===== src/rtl/dm9000_pkg.sv =====
// Shared DM9000 bus definitions: sequencer state encoding and default timing,
// also used by the Wishbone bridge and the packet DMA engine.
package dm9000_pkg;

  typedef enum logic [2:0] {
    DM_RST   = 3'd0,
    DM_IDLE  = 3'd1,
    DM_SETUP = 3'd2,
    DM_PULSE = 3'd3,
    DM_HOLD  = 3'd4,
    DM_RECOV = 3'd5
  } dm_state_e;

  localparam int DM_DW      = 16;
  localparam int DM_CNT_W   = 4;
  localparam int DM_T_SETUP = 1;
  localparam int DM_T_PULSE = 3;
  localparam int DM_T_HOLD  = 1;
  localparam int DM_T_RECOV = 2;
  localparam int DM_RST_CYC = 10;

endpackage


===== src/rtl/dm9000_sync2.sv =====
// Two-flop synchroniser bringing the asynchronous DM9000 interrupt into the bus clock domain.
module dm9000_sync2 (
  input  logic i_clk,
  input  logic i_rst_n,
  input  logic i_d,
  output logic o_q
);

  logic r_meta;
  logic r_sync;

  always_ff @(posedge i_clk or negedge i_rst_n) begin
    if (!i_rst_n) begin
      r_meta <= 1'b0;
      r_sync <= 1'b0;
    end else begin
      r_meta <= i_d;
      r_sync <= r_meta;
    end
  end

  assign o_q = r_sync;

endmodule


===== src/rtl/dm9000_bus_arb.sv =====
// DM9000 host-bus sequencer: round-robin grant between the CPU bridge (port 0) and
// the packet DMA (port 1), CS#/IOR#/IOW# phase timing and the chip reset sequence.
module dm9000_bus_arb
  import dm9000_pkg::*;
#(
  parameter int DM9000_DW = DM_DW,
  parameter int CNT_W     = DM_CNT_W,
  parameter int T_SETUP   = DM_T_SETUP,
  parameter int T_PULSE   = DM_T_PULSE,
  parameter int T_HOLD    = DM_T_HOLD,
  parameter int T_RECOV   = DM_T_RECOV,
  parameter int RST_CYC   = DM_RST_CYC
) (
  input  logic                 wb_clk_i,
  input  logic                 wb_rst_n_i,
  input  logic [1:0]           req_i,
  input  logic [1:0]           we_i,
  input  logic [1:0]           cmd_i,
  input  logic [DM9000_DW-1:0] wdata0_i,
  input  logic [DM9000_DW-1:0] wdata1_i,
  output logic [1:0]           done_o,
  output logic [DM9000_DW-1:0] rdata0_o,
  output logic [DM9000_DW-1:0] rdata1_o,
  output logic                 dm9000_cs_n,
  output logic                 dm9000_ior_n,
  output logic                 dm9000_iow_n,
  output logic                 dm9000_rst_n,
  output logic                 dm9000_cmd,
  output logic [DM9000_DW-1:0] dm9000_outdata,
  output logic                 dm9000_oe,
  input  logic [DM9000_DW-1:0] dm9000_indata,
  input  logic                 dm9000_intr,
  output logic                 irq_o,
  output dm_state_e            dbg_state_o
);

  // Phase lengths are loaded as T-1 so a phase ends when the counter reads zero.
  localparam logic [CNT_W-1:0] L_SETUP = CNT_W'(T_SETUP - 1);
  localparam logic [CNT_W-1:0] L_PULSE = CNT_W'(T_PULSE - 1);
  localparam logic [CNT_W-1:0] L_HOLD  = CNT_W'(T_HOLD - 1);
  localparam logic [CNT_W-1:0] L_RECOV = CNT_W'(T_RECOV - 1);
  localparam logic [CNT_W-1:0] L_RST   = CNT_W'(RST_CYC - 1);

  dm_state_e            r_state, w_state_nxt;
  logic [CNT_W-1:0]     r_cnt, w_cnt_nxt;
  logic                 r_ptr, r_port, r_we, r_cmd;
  logic [DM9000_DW-1:0] r_wdata, r_capt;
  logic                 w_grant, w_win, w_port, w_we, w_cmd, w_active, w_last_pulse;
  logic [DM9000_DW-1:0] w_wdata, w_rd_src;
  logic                 w_cs_n_nxt, w_ior_n_nxt, w_iow_n_nxt, w_rst_n_nxt, w_cmd_nxt, w_oe_nxt;
  logic [DM9000_DW-1:0] w_outdata_nxt;
  logic [1:0]           w_done_nxt;
  logic                 r_cs_n, r_ior_n, r_iow_n, r_rst_n, r_cmd_o, r_oe;
  logic [DM9000_DW-1:0] r_outdata, r_rdata0, r_rdata1;
  logic [1:0]           r_done;

  // Handshake: a port raises req_i with stable we/cmd/wdata and holds it until its
  // one-cycle done_o pulse; the pulse is the only acknowledgement of that request.
  assign w_grant = (r_state == DM_IDLE) && (|req_i);
  assign w_win   = (&req_i) ? r_ptr : req_i[1];
  assign w_port  = w_grant ? w_win : r_port;
  assign w_we    = w_grant ? we_i[w_win] : r_we;
  assign w_cmd   = w_grant ? cmd_i[w_win] : r_cmd;
  assign w_wdata = w_grant ? (w_win ? wdata1_i : wdata0_i) : r_wdata;

  assign w_last_pulse = (r_state == DM_PULSE) && (r_cnt == '0);
  assign w_rd_src     = w_last_pulse ? dm9000_indata : r_capt;

  always_ff @(posedge wb_clk_i or negedge wb_rst_n_i) begin
    if (!wb_rst_n_i) begin
      r_state <= DM_RST;
      r_cnt   <= L_RST;
      r_ptr   <= 1'b0;
      r_port  <= 1'b0;
      r_we    <= 1'b0;
      r_cmd   <= 1'b0;
      r_wdata <= '0;
      r_capt  <= '0;
    end else begin
      r_state <= w_state_nxt;
      r_cnt   <= w_cnt_nxt;
      if (w_grant) begin
        r_ptr   <= ~w_win;
        r_port  <= w_win;
        r_we    <= w_we;
        r_cmd   <= w_cmd;
        r_wdata <= w_wdata;
      end
      if (w_last_pulse) r_capt <= dm9000_indata;
    end
  end

  always_comb begin
    w_state_nxt = r_state;
    w_cnt_nxt   = (r_cnt != '0) ? r_cnt - CNT_W'(1) : '0;
    case (r_state)
      DM_RST:   if (r_cnt == '0) w_state_nxt = DM_IDLE;
      DM_IDLE:  if (|req_i) begin w_state_nxt = DM_SETUP; w_cnt_nxt = L_SETUP; end
      DM_SETUP: if (r_cnt == '0) begin w_state_nxt = DM_PULSE; w_cnt_nxt = L_PULSE; end
      DM_PULSE: if (r_cnt == '0) begin w_state_nxt = DM_HOLD;  w_cnt_nxt = L_HOLD;  end
      DM_HOLD:  if (r_cnt == '0) begin w_state_nxt = DM_RECOV; w_cnt_nxt = L_RECOV; end
      DM_RECOV: if (r_cnt == '0) w_state_nxt = DM_IDLE;
      default:  begin w_state_nxt = DM_RST; w_cnt_nxt = L_RST; end
    endcase
  end

  // Pin values are decoded from the next state so every chip pin leaves a flop.
  always_comb begin
    w_active      = (w_state_nxt == DM_SETUP) || (w_state_nxt == DM_PULSE) ||
                    (w_state_nxt == DM_HOLD);
    w_cs_n_nxt    = ~w_active;
    w_ior_n_nxt   = ~((w_state_nxt == DM_PULSE) && !w_we);
    w_iow_n_nxt   = ~((w_state_nxt == DM_PULSE) && w_we);
    w_oe_nxt      = w_active && w_we;
    w_outdata_nxt = (w_active && w_we) ? w_wdata : '0;
    w_cmd_nxt     = w_active && w_cmd;
    w_rst_n_nxt   = (w_state_nxt != DM_RST);
    w_done_nxt    = 2'b00;
    if ((w_state_nxt == DM_HOLD) && (w_cnt_nxt == '0)) w_done_nxt = w_port ? 2'b10 : 2'b01;
  end

  always_ff @(posedge wb_clk_i or negedge wb_rst_n_i) begin
    if (!wb_rst_n_i) begin
      r_cs_n    <= 1'b1;
      r_ior_n   <= 1'b1;
      r_iow_n   <= 1'b1;
      r_rst_n   <= 1'b0;
      r_cmd_o   <= 1'b0;
      r_oe      <= 1'b0;
      r_outdata <= '0;
      r_done    <= 2'b00;
      r_rdata0  <= '0;
      r_rdata1  <= '0;
    end else begin
      r_cs_n    <= w_cs_n_nxt;
      r_ior_n   <= w_ior_n_nxt;
      r_iow_n   <= w_iow_n_nxt;
      r_rst_n   <= w_rst_n_nxt;
      r_cmd_o   <= w_cmd_nxt;
      r_oe      <= w_oe_nxt;
      r_outdata <= w_outdata_nxt;
      r_done    <= w_done_nxt;
      if ((w_done_nxt != 2'b00) && !w_we) begin
        if (w_port) r_rdata1 <= w_rd_src;
        else        r_rdata0 <= w_rd_src;
      end
    end
  end

  dm9000_sync2 u_irq_sync (
    .i_clk   (wb_clk_i),
    .i_rst_n (wb_rst_n_i),
    .i_d     (dm9000_intr),
    .o_q     (irq_o)
  );

  assign done_o         = r_done;
  assign rdata0_o       = r_rdata0;
  assign rdata1_o       = r_rdata1;
  assign dm9000_cs_n    = r_cs_n;
  assign dm9000_ior_n   = r_ior_n;
  assign dm9000_iow_n   = r_iow_n;
  assign dm9000_rst_n   = r_rst_n;
  assign dm9000_cmd     = r_cmd_o;
  assign dm9000_oe      = r_oe;
  assign dm9000_outdata = r_outdata;
  assign dbg_state_o    = r_state;

endmodule


===== config.mk =====
export PLATFORM = sky130hd
export DESIGN_NAME = dm9000_bus_arb
export DESIGN_NICKNAME = d
export VERILOG_FILES = /design/src/rtl/dm9000_pkg.sv /design/src/rtl/dm9000_sync2.sv /design/src/rtl/dm9000_bus_arb.sv
export SDC_FILE = /design/constraint.sdc
export NUM_CORES = 1
export LEC_CHECK = 0
export BUFFER_PORTS_ARGS = -buffer_cell sky130_fd_sc_hd__buf_2
export CORE_ASPECT_RATIO = 0.75
export CORE_UTILIZATION = 45
export DETAILED_ROUTE_END_ITERATION = 6
export MAX_ROUTING_LAYER = met4
export PLACE_DENSITY = 0.7
export SLEW_MARGIN = 20
export SYNTH_ARGS = -nofsm -noshare
export SYNTH_HDL_FRONTEND = slang
export SYNTH_SLANG_ARGS = --single-unit

===== constraint.sdc =====
create_clock -name wb_clk_i -period 2.9 [get_ports wb_clk_i]
set_input_delay 0.58 -clock wb_clk_i [delete_from_list [all_inputs] [get_ports wb_clk_i]]
set_output_delay 0.58 -clock wb_clk_i [all_outputs]
set_load 0.05 [all_outputs]

==> impl_metrics.json <==
{
  "skew_ns": 0.00603,
  "path_class": "register to register",
  "powerDensity_nw_per_um2": 1110,
  "final_hold_viol_count": 0,
  "grt_max_degree": 55,
  "yosys_most_used_dff": "dfrtp_1",
  "cts-root-buf": "clkbuf_16",
  "ctsHoldBuffers": 0,
  "syn-num-nets": 361,
  "syn_to_final_growth_pct": 24.2,
  "finalSetupViolCount": 0,
  "die-area_sq_um": 9640,
  "cts.repair.resized": 0,
  "antenna_found_initial": 0,
  "slowest_delay_ns": 0.62,
  "crit_family": "simple AND/OR/NAND/NOR gates",
  "ioPinCount": 117,
  "dp_hpwl_um": 5680,
  "firstDrtPassIters": 4,
  "end_kind": "register",
  "htree_levels": 3,
  "vdd.ir_drop.worst_v": 0.000520,
  "numCtsBuffers": 9,
  "via_count": 2699,
  "tightest_slew_ns": 0.887,
  "drt_iter0_drc": 166,
  "path_cells": "nand2b_4 > nor3_4 > or3_4 > a2111oi_4 > buf_12 > mux2_2",
  "place_congestion": 0.794,
  "clk_latency_ns": 0.33,
  "synth_cells": 304,
  "multi_input_area_sq_um": 1500,
  "start_util_pct": 47.8,
  "fillerInstances": 758,
  "grt_use_total_pct": 18.2,
  "required_ns": 3.12,
  "critPathBufInv": 1,
  "clockBufferDepth": 2,
  "antenna_cells": 0,
  "synth_edf_count": 0,
  "drv_slew": 0,
  "tns_ns": 0,
  "die_h_um": 85.3,
  "vias_per_cell": 5.04,
  "status": "complete, no violations",
  "layout-drive-gt1-share_pct": 47.7,
  "register_area_sq_um": 2530,
  "postSynth.asyncResetShare_pct": 100,
  "cap_violations": 0,
  "overflow": 0,
  "rsz0062_at_grt": "false",
  "synth_area_per_cell_sq_um": 13.7,
  "startpoint_type": "register",
  "worst-endpoint-arrival_ns": 2.63,
  "core_sq_um": 8710,
  "max-slew-margin-rel_pct": 40.9,
  "slowest_stage": "dfrtp_1",
  "min_period_ns": 2.42,
  "port_buffers": 116,
  "syn-cell-area_sq_um": 4160,
  "ys_ff_latch": 101,
  "drtAntennaViolNets": 0,
  "holdWs_ns": 0.107,
  "die_w_um": 113,
  "p_leak_nw": 2.66,
  "grt_pass1_wl_um": 13000,
  "yosysWarnings": 0,
  "grt_pass1_vias": 2656,
  "post_cts_buffers": 0,
  "cp_max_fo": 16,
  "timing.fmax_ghz": 0.414,
  "path_clk_slew_ns": 0.07,
  "post_drt_wl_per_cell_um": 14.8,
  "ys_seq_area_share_pct": 60.9,
  "min_period_over_period_pct": 83.3,
  "cts.sinks": 101,
  "synth.distinct_cells": 42,
  "nets": 480,
  "cts_tree": "done",
  "postRouteWirelength_um": 7940,
  "holdCritPathClass": "input pin to async pin",
  "drc": 0,
  "fp-row-count": 29
}
[logic make-up (layout without fill, tap and decap cells)]
| group | Yosys count | count (layout) | share of synthesized area (%) |
|---|---|---|---|
| simple gates | 71 | 71 | 10.2 |
| buf+inv | 22 | 146 | 3.16 |
| compound gates | 43 | 43 | 7.19 |
| xor+xnor | 2 | 2 | 0.421 |
| mux | 65 | 65 | 18.2 |
| flops | 101 | 101 | 60.9 |
[area by class of cell]
class	instances	share of cell area [%]
Clock buffer	11	4.70
Clock inverter	5	1.16
Inverter	5	0.363
Multi-Input combinational cell	181	29.0
Sequential cell	101	49.0
Tap cell	108	2.62
Timing Repair Buffer	125	13.1
[cells in the mapped netlist (4+ instances only)]
| cell | n | area (sq um) |
|---|---|---|
| dfrtp_1 | 96 | 2400 |
| mux2_2 | 35 | 394 |
| nand2_1 | 25 | 93.8 |
| o21ai_0 | 25 | 125 |
| nor2b_1 | 18 | 113 |
| mux2i_1 | 17 | 170 |
| mux2_4 | 12 | 180 |
| clkbuf_1 | 7 | 26.3 |
| nand2b_1 | 6 | 37.5 |
| a21oi_1 | 5 | 25.0 |
| buf_6 | 5 | 56.3 |
| dfstp_2 | 5 | 131 |
| inv_1 | 5 | 18.8 |
| nor2_1 | 4 | 15.0 |
[flip-flops by register name, summed over array words and instances, names as in the netlist, 2 cells and up]
name,flops
dm9000_outdata,16
r_capt,16
r_cnt,4
r_wdata,16
rdata0_o,16
rdata1_o,16
done_o,2
dbg_state_o,3
[cells in the final DEF (no fill, tap or decap), drive strengths merged, types with 3 or more instances in the layout]
cell type	n
clkbuf	11
dfrtp	96
dfstp	5
buf	125
a21oi	5
mux2i	17
nor2b	18
nor4	3
o21ai	25
nand2	25
nand2b	7
inv	5
clkinv	3
nor3	4
nor2	5
mux2	48
[where the power goes]
part           leakage (nW)  switching (W)  total [W]  internal [W]
Sequential             1.29       0.000253    0.00217       0.00192
Combinational          1.22        0.00157    0.00236      0.000792
Clock                 0.146       0.000489    0.00118      0.000694
[per-stage QoR]
stage	instances	instance area, sq um	setup slack, ns	power (W)	util [%]
after floorplan	304	4160	0.334	0.00403	-
after global placement	520	4860	0.427	0.00450	55.8
after detailed placement	520	4860	0.373	0.00458	55.8
after CTS	536	5170	0.481	0.00578	59.3
after global routing	536	5170	0.369	0.00607	59.3
final	536	5170	0.484	0.00572	59.3
[worst paths after layout]
kind | from | end | slack, ns | cells past startpoint
max | dbg_state_o[2] | rdata0_o[4] | 0.48 | 6
min | wb_rst_n_i | dm9000_oe | 0.11 | 1
max reg2reg | dbg_state_o[2] | rdata0_o[4] | 0.48 | 6
min reg2reg | u_irq_sync.r_meta | u_irq_sync.o_q | 0.35 | 0
max in group asynchronous | wb_rst_n_i | r_capt[7] | 2.12 | 2
min in group wb_clk_i | dm9000_intr | u_irq_sync.r_meta | 0.35 | 1
[layer usage]
layer / vias up / share of wire, % / GRT usage, % / wire [um]
met2: 61 / 47 / 26.7 / 3700
met4: 0 / 1.2 / 5.74 / 97
met3: 6 / 4.8 / 5.29 / 381
met1: 1338 / 47 / 24.5 / 3770
met5: - / 0 / - / 0
li1: 1294 / - / - / -
Power figures use the tool's default switching activity.
